File: src/rtl/im_loader_if.sv
// Byte-stream and instruction-memory write bus between a program source and im_loader.
// The loader uses the slave modport; the source/memory side uses master.
interface im_loader_if #(
  parameter int IMW = 4,
  parameter int IW  = 32
);
  logic [7:0]     in_byte;
  logic           in_valid;
  logic           in_ready;
  logic           im_we;
  logic [IMW-1:0] im_addr;
  logic [IW-1:0]  im_wdata;

  modport master (
    output in_byte, in_valid,
    input  in_ready, im_we, im_addr, im_wdata
  );

  modport slave (
    input  in_byte, in_valid,
    output in_ready, im_we, im_addr, im_wdata
  );
endinterface

File: src/rtl/im_loader.sv
// Loads a length-prefixed byte stream into instruction memory and pulses start when done.
// Optional trailing checksum byte is enabled by defining IM_LOADER_CSUM_EN.
module im_loader #(
  parameter int IMW = 4,
  parameter int IW  = 32
) (
  input  logic        clk,
  input  logic        rst_n,
  input  logic        load_req,
  im_loader_if.slave  bus,
  output logic        start,
  output logic        busy,
  output logic        done,
  output logic        err
);
  localparam int BPW = IW / 8;
  localparam int BIW = (BPW > 1) ? $clog2(BPW) : 1;
  localparam logic [32:0] CAP = 33'd1 << IMW;

  typedef enum logic [2:0] {
    IDLE,
    HDR,
    DATA,
    WRITE,
`ifdef IM_LOADER_CSUM_EN
    CSUM,
`endif
    START,
    DONE
  } state_t;

  state_t         state_reg;
  logic           in_ready_reg;
  logic           im_we_reg;
  logic [IMW-1:0] im_addr_reg;
  logic [IW-1:0]  im_wdata_reg;
  logic           start_reg;
  logic           busy_reg;
  logic           done_reg;
  logic           err_reg;
  logic [BIW-1:0] byte_idx_reg;
  logic [IW-1:0]  word_reg;
  logic [IMW-1:0] len_reg;
`ifdef IM_LOADER_CSUM_EN
  logic [7:0]     csum_reg;
`endif

  logic [IW-1:0]  word_next;
  logic           accept;
  logic           len_ok;
  logic           last_byte;

  assign accept    = bus.in_valid & in_ready_reg;
  assign len_ok    = ({25'd0, bus.in_byte} < CAP);
  assign last_byte = (byte_idx_reg == BIW'(BPW - 1));

  // Little-endian packing: the incoming byte lands in the lane selected by byte_idx.
  generate
    for (genvar gi = 0; gi < BPW; gi++) begin : g_lane
      assign word_next[gi*8 +: 8] = (byte_idx_reg == BIW'(gi)) ? bus.in_byte : word_reg[gi*8 +: 8];
    end
  endgenerate

  always_ff @(posedge clk or negedge rst_n) begin
    if (!rst_n) begin
      state_reg    <= IDLE;
      in_ready_reg <= 1'b0;
      im_we_reg    <= 1'b0;
      im_addr_reg  <= '0;
      im_wdata_reg <= '0;
      start_reg    <= 1'b0;
      busy_reg     <= 1'b0;
      done_reg     <= 1'b0;
      err_reg      <= 1'b0;
      byte_idx_reg <= '0;
      word_reg     <= '0;
      len_reg      <= '0;
`ifdef IM_LOADER_CSUM_EN
      csum_reg     <= '0;
`endif
    end else begin
      im_we_reg <= 1'b0;
      start_reg <= 1'b0;
      case (state_reg)
        IDLE: begin
          if (load_req) begin
            err_reg      <= 1'b0;
            busy_reg     <= 1'b1;
            in_ready_reg <= 1'b1;
            state_reg    <= HDR;
          end
        end
        HDR: begin
          if (accept) begin
            if (!len_ok) begin
              err_reg      <= 1'b1;
              done_reg     <= 1'b1;
              busy_reg     <= 1'b0;
              in_ready_reg <= 1'b0;
              state_reg    <= DONE;
            end else begin
              len_reg      <= IMW'(bus.in_byte);
              byte_idx_reg <= '0;
              im_addr_reg  <= '0;
              word_reg     <= '0;
`ifdef IM_LOADER_CSUM_EN
              csum_reg     <= '0;
`endif
              state_reg    <= DATA;
            end
          end
        end
        DATA: begin
          if (accept) begin
            word_reg <= word_next;
`ifdef IM_LOADER_CSUM_EN
            csum_reg <= csum_reg + bus.in_byte;
`endif
            if (last_byte) begin
              byte_idx_reg <= '0;
              im_wdata_reg <= word_next;
              im_we_reg    <= 1'b1;
              in_ready_reg <= 1'b0;
              state_reg    <= WRITE;
            end else begin
              byte_idx_reg <= byte_idx_reg + BIW'(1);
            end
          end
        end
        WRITE: begin
          // The header bound guarantees im_addr reaches len_reg before it can wrap.
          if (im_addr_reg == len_reg) begin
`ifdef IM_LOADER_CSUM_EN
            in_ready_reg <= 1'b1;
            state_reg    <= CSUM;
`else
            start_reg    <= 1'b1;
            state_reg    <= START;
`endif
          end else begin
            im_addr_reg  <= im_addr_reg + IMW'(1);
            in_ready_reg <= 1'b1;
            state_reg    <= DATA;
          end
        end
`ifdef IM_LOADER_CSUM_EN
        CSUM: begin
          if (accept) begin
            in_ready_reg <= 1'b0;
            if (bus.in_byte == csum_reg) begin
              start_reg <= 1'b1;
              state_reg <= START;
            end else begin
              err_reg   <= 1'b1;
              done_reg  <= 1'b1;
              busy_reg  <= 1'b0;
              state_reg <= DONE;
            end
          end
        end
`endif
        START: begin
          busy_reg  <= 1'b0;
          done_reg  <= 1'b1;
          state_reg <= DONE;
        end
        DONE: begin
          if (load_req) begin
            done_reg     <= 1'b0;
            err_reg      <= 1'b0;
            busy_reg     <= 1'b1;
            in_ready_reg <= 1'b1;
            state_reg    <= HDR;
          end
        end
        default: begin
          state_reg <= IDLE;
        end
      endcase
    end
  end

  assign bus.in_ready = in_ready_reg;
  assign bus.im_we    = im_we_reg;
  assign bus.im_addr  = im_addr_reg;
  assign bus.im_wdata = im_wdata_reg;
  assign start        = start_reg;
  assign busy         = busy_reg;
  assign done         = done_reg;
  assign err          = err_reg;
endmodule

File: src/flat_wrapper.sv
// flat-port wrapper written by rule: the top's interface ports become plain ports
module im_loader_flat 
#(
  parameter int IMW = 4,
  parameter int IW  = 32
)
  (clk, rst_n, load_req, start, busy, done, err, bus_in_byte, bus_in_valid, bus_in_ready, bus_im_we, bus_im_addr, bus_im_wdata);
  im_loader_if #(.IMW(IMW), .IW(IW)) bus_i ();
  input  logic clk;
  input  logic rst_n;
  input  logic load_req;
  output logic start;
  output logic busy;
  output logic done;
  output logic err;
  input wire logic [$bits(bus_i.in_byte)-1:0] bus_in_byte;
  input wire logic [$bits(bus_i.in_valid)-1:0] bus_in_valid;
  output wire logic [$bits(bus_i.in_ready)-1:0] bus_in_ready;
  output wire logic [$bits(bus_i.im_we)-1:0] bus_im_we;
  output wire logic [$bits(bus_i.im_addr)-1:0] bus_im_addr;
  output wire logic [$bits(bus_i.im_wdata)-1:0] bus_im_wdata;
  assign bus_i.in_byte = bus_in_byte;
  assign bus_i.in_valid = bus_in_valid;
  assign bus_in_ready = bus_i.in_ready;
  assign bus_im_we = bus_i.im_we;
  assign bus_im_addr = bus_i.im_addr;
  assign bus_im_wdata = bus_i.im_wdata;
  im_loader #(.IMW(IMW), .IW(IW)) u_core (.clk(clk), .rst_n(rst_n), .load_req(load_req), .bus(bus_i), .start(start), .busy(busy), .done(done), .err(err));
endmodule
File: config.mk
export PLATFORM = sky130hd
export DESIGN_NAME = im_loader_flat
export DESIGN_NICKNAME = d
export VERILOG_FILES = /design/src/rtl/im_loader_if.sv /design/src/rtl/im_loader.sv /design/src/flat_wrapper.sv
export SDC_FILE = /design/constraint.sdc
export NUM_CORES = 1
export LEC_CHECK = 0
export ABC_AREA = 1
export CORE_MARGIN = 2
export CORE_UTILIZATION = 50
export CTS_BUF_LIST = sky130_fd_sc_hd__clkbuf_8
export CTS_CLUSTER_DIAMETER = 200
export CTS_CLUSTER_SIZE = 10
export DETAILED_ROUTE_END_ITERATION = 7
export GPL_ROUTABILITY_DRIVEN = 1
export MAX_ROUTING_LAYER = met4
export PLACE_DENSITY = 0.74
export SYNTH_ARGS = -nofsm -noshare
export SYNTH_HDL_FRONTEND = slang
export SYNTH_SLANG_ARGS = --single-unit
File: constraint.sdc
create_clock -name clk -period 4.36 [get_ports clk]
set_input_delay 0.436 -clock clk [delete_from_list [all_inputs] [get_ports clk]]
set_output_delay 0.436 -clock clk [all_outputs]
set_load 0.005 [all_outputs]
# Yosys cells after proc, flatten, opt, wreduce, memory -nomap -nowiden
# Index checks and enable logic that the tools add are counted.
[totals] elab_cells=93 input_bits=12 reg_bits=83 output_inout_bits=42
[op_classes] muxes=42 n_lt_le_gt_ge=1 n_eq_ne=17 reduce_logical=18 add_sub_neg=2 bitwise_logic=1
[op_table] operator="$mux 32" n=3
[op_table] operator="$pmux 32 s2" n=1
[op_table] operator="$mux 8" n=4
[op_table] operator="$reduce_and 4->1" n=6
[op_table] operator="$mux 3" n=6
[op_table] operator="$pmux 3 s5" n=1
[op_table] operator="$mux 1" n=14
[op_table] operator="$mux 4" n=3
[op_table] operator="$ne 2x1->1 const B" n=5
[op_table] operator="$lt 8x5->1 const B" n=1
[op_table] operator="$mux 2" n=4
[op_table] operator="$pmux 4 s2" n=1
[op_table] operator="$reduce_and 7->1" n=1
[op_table] operator="$eq 3x2->1 const B" n=2
[op_table] operator="$eq 3x3->1 const B" n=2
[op_table] operator="$ne 2x2->1 const B" n=3
[op_table] operator="$pmux 1 s3" n=2
[op_table] operator="$reduce_and 3->1" n=2
[op_table] operator="$reduce_bool 2->1" n=3
[op_table] operator="$reduce_bool 3->1" n=2
[op_table] operator="$add 4x1->4 const B" n=1
[op_table] operator="$eq 2x2->1 const B" n=2
[op_table] operator="$eq 4x4->1" n=1
[op_table] operator="$pmux 1 s4" n=1
[op_table] operator="other kinds (10)" n=10

# Longest topological paths before layout
# Gate-level depths: netlist of run 1.
[logic_depth] ltp_word=4 depth_mapped=9 ltp_nobuf=9

# Least setup slack after synthesis of run 1
# OpenSTA, ideal clock, no wires.
[synth_timing] path_kind="input-to-reg" startpoint="input port bus_in_valid" endpoint="register u_core.in_ready_reg, in the netlist u_core.bus.in_ready" required_time_ns=4.243 path_buffers=0 setup_slack_ns=2.982 stages=9 setup_ns=0.117 t_arrival_ns=1.261 path_cell_list="nand2_1 inv_2 nand2_2 nand2_1 nand2_1 nor2_4 nand3_1 nand2_1 nand2_1"
[synth_via] elab_chain_cells=3 elab_cells_between_ends=4 cone_classes="eq/ne (2); bitwise (1); reduce/logical (1)"
[synth_rtl] element="from (decl)" line_no="flat_wrapper.sv:17" rtl="input wire logic [$bits(bus_i.in_valid)-1:0] bus_in_valid;"
[synth_rtl] element="$and 1x1->1 (*)" line_no="im_loader.sv:53" rtl="assign accept = bus.in_valid & in_ready_reg;"
[synth_rtl] element="$ne 2x1->1 (no source line)"
[synth_rtl] element="$reduce_and 7->1 (no source line) (*)"
[synth_rtl] element="to (signal assigned)" line_no="im_loader.sv:67" rtl="in_ready_reg <= 1'b0;"
[synth_rtl] element="to (signal assigned)" line_no="im_loader.sv:89" rtl="in_ready_reg <= 1'b1;"
[synth_rtl] element="to (signal assigned)" line_no="im_loader.sv:99" rtl="in_ready_reg <= 1'b0;"
[synth_rtl] element="to (decl)" line_no="im_loader.sv:33" rtl="logic in_ready_reg;"
# Every way passes the cells marked *; elsewhere a longest branch is shown, timed or not.
# A chain may end at the register's enable or synchronous reset.

# Worst setup path after layout of run 1
[layout_timing] startpoint="input port bus_in_valid" endpoint="register u_core.im_wdata_reg[3], in the netlist u_core.bus.im_wdata[3]"
[layout_via] elab_chain_cells=2
[layout_rtl] element="$and 1x1->1" line_no="im_loader.sv:53"
[layout_rtl] element="$reduce_and 3->1 (no source line)"
[layout_rtl] element="to (signal assigned)" line_no="im_loader.sv:121" rtl="im_wdata_reg <= word_next;"
[layout_rtl] element="to (decl)" line_no="im_loader.sv:36" rtl="logic [IW-1:0] im_wdata_reg;"
# Every way passes these cells.

==> qor.yml, run 1 <==
core_um2: 7210
globalRouteMet1Util_pct: 28.2
fin_crit_ns: 2.10
r2r_cells: 7
synthFlopType: "dfrtp_1"
post_cts_buffers: 0
avgSynthCellArea_um2: 8.56
fp.dieH_um: 89.9
cts-resized-gates: 0
initial_utilization_pct: 51.1
crit_type: "input port to flip-flop"
dp_hpwl_um: 5150
power.density_nw_per_um2: 653
cts.sinks: 78
ys_types: 31
ctsHoldBuffers: 0
ys_top_cells_by_area: "dfrtp_1, nand2_1, inv_1, o21ai_0, a21oi_1"
rows: 31
io_pins: 54
synthCells: 431
grt_pass1_vias: 2862
ys_top_cells_by_count: "nand2_1, dfrtp_1, inv_1"
grt_antenna_before_repair: 0
max-cap-violations: 0
syn_to_final_growth_pct: 19.5
cp_max_fo: 52
track_usage_pct: 21.0
h-tree-depth: 3
met2_usage_pct: 32.8
async_flop_share_pct: 100
setup_violations: 0
relSlewSlack_pct: 36.0
setup_tns_ns: 0
synth_area_um2: 3690
cts_tree: "yes"
synth_top_area_cell: "dfrtp_1"
firstDrtPassIters: 5
ys_seq_area_share_pct: 52.9
grt.busiest_layer: "met2"
gp_congestion: 0.882
cts.path.max_buffers: 2
drc: 0
synth_fp_nets: 448
skew_ns: 0.0103
grt_overflow: 0
synth_edf_count: 0
drt_iter0_markers: 115
maxSlewViolCount: 0
final_area_um2: 4410
met3_usage_pct: 3.77
r2r_start: "u_core.state_reg[2]"
hold_ws_ns: 0.219
grt_pass1_wl_um: 13400
status: "completed"
routed_wl_um: 7780
yosysWarnings: 0
postRouteAntennaNets: 0
layout.nets: 497
wl_per_cell_um: 13.3
rsz0062_at_grt: "false"
r2r_slack_ns: 2.41
clk-insertion-delay-late_ns: 0.35
peakVddDrop_mv: 0.318
hp-class: "input port to asynchronous set/reset pin"
fmax_mhz: 476
die_area_um2: 8080
drive_gt1_share_pct: 7.23
yosysTopAreaCellShare_pct: 52.9
antenna_cells: 0
io_buffer_count: 53
hold_viol: 0
place_area_um2: 4230
worstMarginPinSlew_ns: 0.960
viasPerCell: 5.08
start_kind: "input port"
die_x_um: 89.9
p_leak_nw: 2.33
period_share_pct: 48.2
clk_pin_slew_worst_paths_ns: 0.08
ys_seq_elements: 78
grt_max_degree: 79
numCtsBuffers: 9
cp.arrival_ns: 2.35
vias: 2960
yosysMostFrequentCell: "nand2_1"
end_kind: "flip-flop"
cts-root-buf: "clkbuf_8"
r2r-end: "u_core.bus.im_wdata[3]"
cp.required_ns: 4.60
largest_reg_flops: 32
-- metal layers --
layer	share of wire (%)	wire length (um)	vias up
met3	3.9	306	7
met4	0.84	65	0
li1	-	-	1476
met1	47	3670	1398
met2	48	3740	79
met5	0	0	-
-- cells in the final DEF, fill, tap and decap left out, types with 9 or more instances in the layout --
cell type | Yosys | routed
o21ai_0 | 46 | 46
clkdlybuf4s50_1 | 0 | 52
o22ai_1 | 23 | 23
nand3_1 | 10 | 10
clkbuf_8 | 0 | 9
inv_1 | 63 | 65
dfrtp_1 | 78 | 78
nand2_1 | 89 | 89
nor2_1 | 41 | 41
a21oi_1 | 31 | 31
-- final cells by class --
type | instances | area (um^2)
Timing Repair Buffer | 53 | 528
Fill cell | 635 | 2810
Sequential cell | 78 | 1950
Multi-Input combinational cell | 269 | 1360
Tap cell | 99 | 124
Clock inverter | 6 | 56.3
Inverter | 69 | 262
Clock buffer | 9 | 124
-- where the power goes --
group          internal [mW]  switching [mW]  total [mW]
registers               1.01           0.158        1.17
logic                  0.540           0.652        1.19
clock network          0.256           0.254       0.511
-- kinds of logic after synthesis --
| family | share of synthesized area [%] |
|---|---|
| compound gates | 15.4 |
| xor+xnor | 0.237 |
| fa+ha+maj | 1.70 |
| buf+inv | 10.2 |
| flops | 52.9 |
| simple gates | 19.5 |
-- metrics by stage --
step / utilization, % / instances / power [mW] / worst slack (ns)
finish: 61.1 / 583 / 2.88 / 2.26
global placement: 58.6 / 568 / 2.32 / 2.15
detailed placement: 58.6 / 568 / 2.37 / 2.05
CTS: 61.1 / 583 / 2.89 / 2.34
floorplan: - / 431 / 1.89 / 2.98
global route: 61.1 / 583 / 3.12 / 2.13
-- worst max path at each step --
stage	start	endpoint	depth (start not counted)
4_1_cts	bus_in_valid	u_core.bus.im_wdata[3]	7
5_1_grt	bus_in_valid	u_core.bus.im_wdata[3]	7
2_1_floorplan	bus_in_valid	u_core.bus.in_ready	9
3_3_place_gp	bus_in_valid	u_core.bus.im_wdata[16]	7
6_report	bus_in_valid	u_core.bus.im_wdata[3]	7
3_5_place_dp	bus_in_valid	u_core.bus.im_wdata[3]	7
-- critical path: stages --
cell	delay, ns
clkdlybuf4s50_1	0.46
nand2_1	0.08
inv_2	0.18
nand2_2	0.22
nor2_8	0.57
nor2_1	0.14
a21oi_1	0.22
No activity file was read; power rests on OpenSTA's default activity.
==> inputs of run 2 (changes only) <==
clock period = 2.04 ns   (was 4.36 ns; I/O delays follow)
==> qor.yml, run 2 (synthesis results as in run 1) <==
status: "completed"
fin_crit_ns: 1.62
maxSlewViolCount: 0  # unchanged
cp.required_ns: 2.31  # -2.29 ns
initial_utilization_pct: 51.1  # unchanged
pwr-share-comb_pct: 41.0  # -0.5 points
peakVddDrop_mv: 0.650  # +100%
cts.path.max_buffers: 2  # unchanged
cts.sinks: 78  # unchanged
setup_violations: 0  # unchanged
layout.nets: 502  # +1.0%
io_buffer_count: 53  # unchanged
place_area_um2: 4280  # +1.3%
grt_max_degree: 53  # -33%
hold_viol: 0  # unchanged
crit_type: "flip-flop to flip-flop"
post_cts_buffers: 0  # unchanged
rows: 31  # unchanged
grt_overflow: 0  # unchanged
cp_max_fo: 52  # unchanged
grt_antenna_before_repair: 0  # unchanged
period_share_pct: 79.3
antenna_cells: 0  # unchanged
die_area_um2: 8080  # unchanged
largest_reg_flops: 32  # unchanged
viasPerCell: 5.10  # +0.52%
rsz0062_at_grt: "false"
routed_wl_um: 8000  # +2.8%
relSlewSlack_pct: 66.4  # +30 points
dp_hpwl_um: 5440  # +5.5%
syn_to_final_growth_pct: 21.9
fin_util_pct: 62.3  # +1.2 points
track_usage_pct: 21.3  # +0.32 points
worstMarginPinSlew_ns: 0.504  # -0.456 ns
vias: 3006  # +1.6%
grt_pass1_vias: 2965  # +3.6%
power.density_nw_per_um2: 1390  # +110%
p_leak_nw: 2.36  # +1.1%
numCtsBuffers: 9  # unchanged
postRouteAntennaNets: 0  # unchanged
firstDrtPassIters: 4  # -1
fp.dieH_um: 89.9  # unchanged
p_seq_share_pct: 39.9  # -0.9 points
grt_pass1_wl_um: 13600  # +1.5%
intPower_mw: 3.91  # +120%
max-cap-violations: 0  # unchanged
gp_congestion: 0.829  # -6.1%
clk_pin_slew_worst_paths_ns: 0.09  # about the same
setup_tns_ns: 0  # unchanged
cts-root-buf: "clkbuf_8"
cp.arrival_ns: 1.89  # -0.46 ns
drive_gt1_share_pct: 8.57  # +1.3 points
end_kind: "flip-flop"
p_sw_share_pct: 37.5  # +0.51 points
wl_per_cell_um: 13.6  # +1.8%
core_um2: 7210  # unchanged
h-tree-depth: 3  # unchanged
power_switching_mw: 2.35  # +120%
cts_tree: "yes"
drc: 0  # unchanged
start_kind: "flip-flop"
final_area_um2: 4500  # +2.0%
drt_iter0_markers: 136  # +18%
nFillCells: 658  # +3.6%
clk-insertion-delay-late_ns: 0.36  # about the same
hp-class: "input port to asynchronous set/reset pin"
fmax_mhz: 618
clockPowerShare_pct: 19.1  # +1.4 points
skew_ns: 0.00973  # -0.000558 ns
final_cell_mix: "nand2_1, dfrtp_1, inv_1"
layout_commonest_cell: "nand2_1"
die_x_um: 89.9  # unchanged
io_pins: 54  # unchanged
[run 2: cell count changes in the layout (fill, tap and decap cells not counted)]
cell / change
clkinv_2: -2
inv_1: -2
inv_6: +3
dlygate4sd3_1: +1
buf_12: +2
buf_4: +2
clkinvlp_4: +2
[run 2: layout make-up]
cell class	count	area [um^2]	share of cell area, %
Sequential cell	78	1950	43.4
Multi-Input combinational cell	269	1360	30.3
Timing Repair Buffer	58	593	13.2
Inverter	69	262	5.82
Clock buffer	9	124	2.76
Tap cell	99	124	2.76
Clock inverter	7	80.1	1.78
[run 2: routing by layer]
layer	GRT usage, %	vias up	wire [um]
met5	-	-	0
met4	8.59	0	115
met3	3.27	14	363
met2	33.9	69	3810
met1	27.7	1433	3710
li1	-	1490	-
[run 2: worst paths after layout]
check	endpoint	from	slack, ns	depth (start not counted)
worst max-delay path	u_core.bus.im_wdata[3]	u_core.state_reg[2]	0.42	8
worst min-delay path	u_core.bus.in_ready	rst_n	0.35	2
worst max register to register	u_core.bus.im_wdata[3]	u_core.state_reg[2]	0.42	8
worst min register to register	u_core.bus.in_ready	u_core.bus.in_ready	0.50	2
max in group asynchronous	u_core.bus.im_wdata[0]	rst_n	1.10	3
min in group clk	u_core.bus.in_ready	u_core.bus.in_ready	0.50	2
[run 2: through the flow]
step / setup slack [ns] / cells / power (mW) / hold slack (ns)
2_1_floorplan: 0.665 / 431 / 4.04 / -0.0916
3_3_place_gp: 0.287 / 572 / 5.00 / 0.201
3_5_place_dp: 0.218 / 572 / 5.09 / 0.208
4_1_cts: 0.444 / 589 / 6.31 / 0.363
5_1_grt: 0.295 / 589 / 6.81 / 0.398
6_report: 0.423 / 589 / 6.26 / 0.350
[run 2: what timing repair did]
action                                 4_1_cts  5_1_grt
hold buffers                                 1        0
endpoints found under the hold margin       36        0
gates resized for setup                      0        0
[run 2: power groups by stage]
stage / Sequential (mW) / Combinational (mW) / Clock [mW]
4_1_cts: 2.50 / 2.59 / 1.22
3_5_place_dp: 2.53 / 2.56 / 0
3_3_place_gp: 2.51 / 2.49 / 0
6_report: 2.50 / 2.57 / 1.20
2_1_floorplan: 2.49 / 1.55 / 0
5_1_grt: 2.58 / 2.94 / 1.29
[run 2: critical path: stages, from the launching register on]
cell,delay (ns)
dfrtp_1,0.45
inv_2,0.15
nand2_4,0.09
nor2_8,0.18
inv_4,0.11
nor2_8,0.10
buf_12,0.23
nor2_1,0.06
a21oi_1,0.13
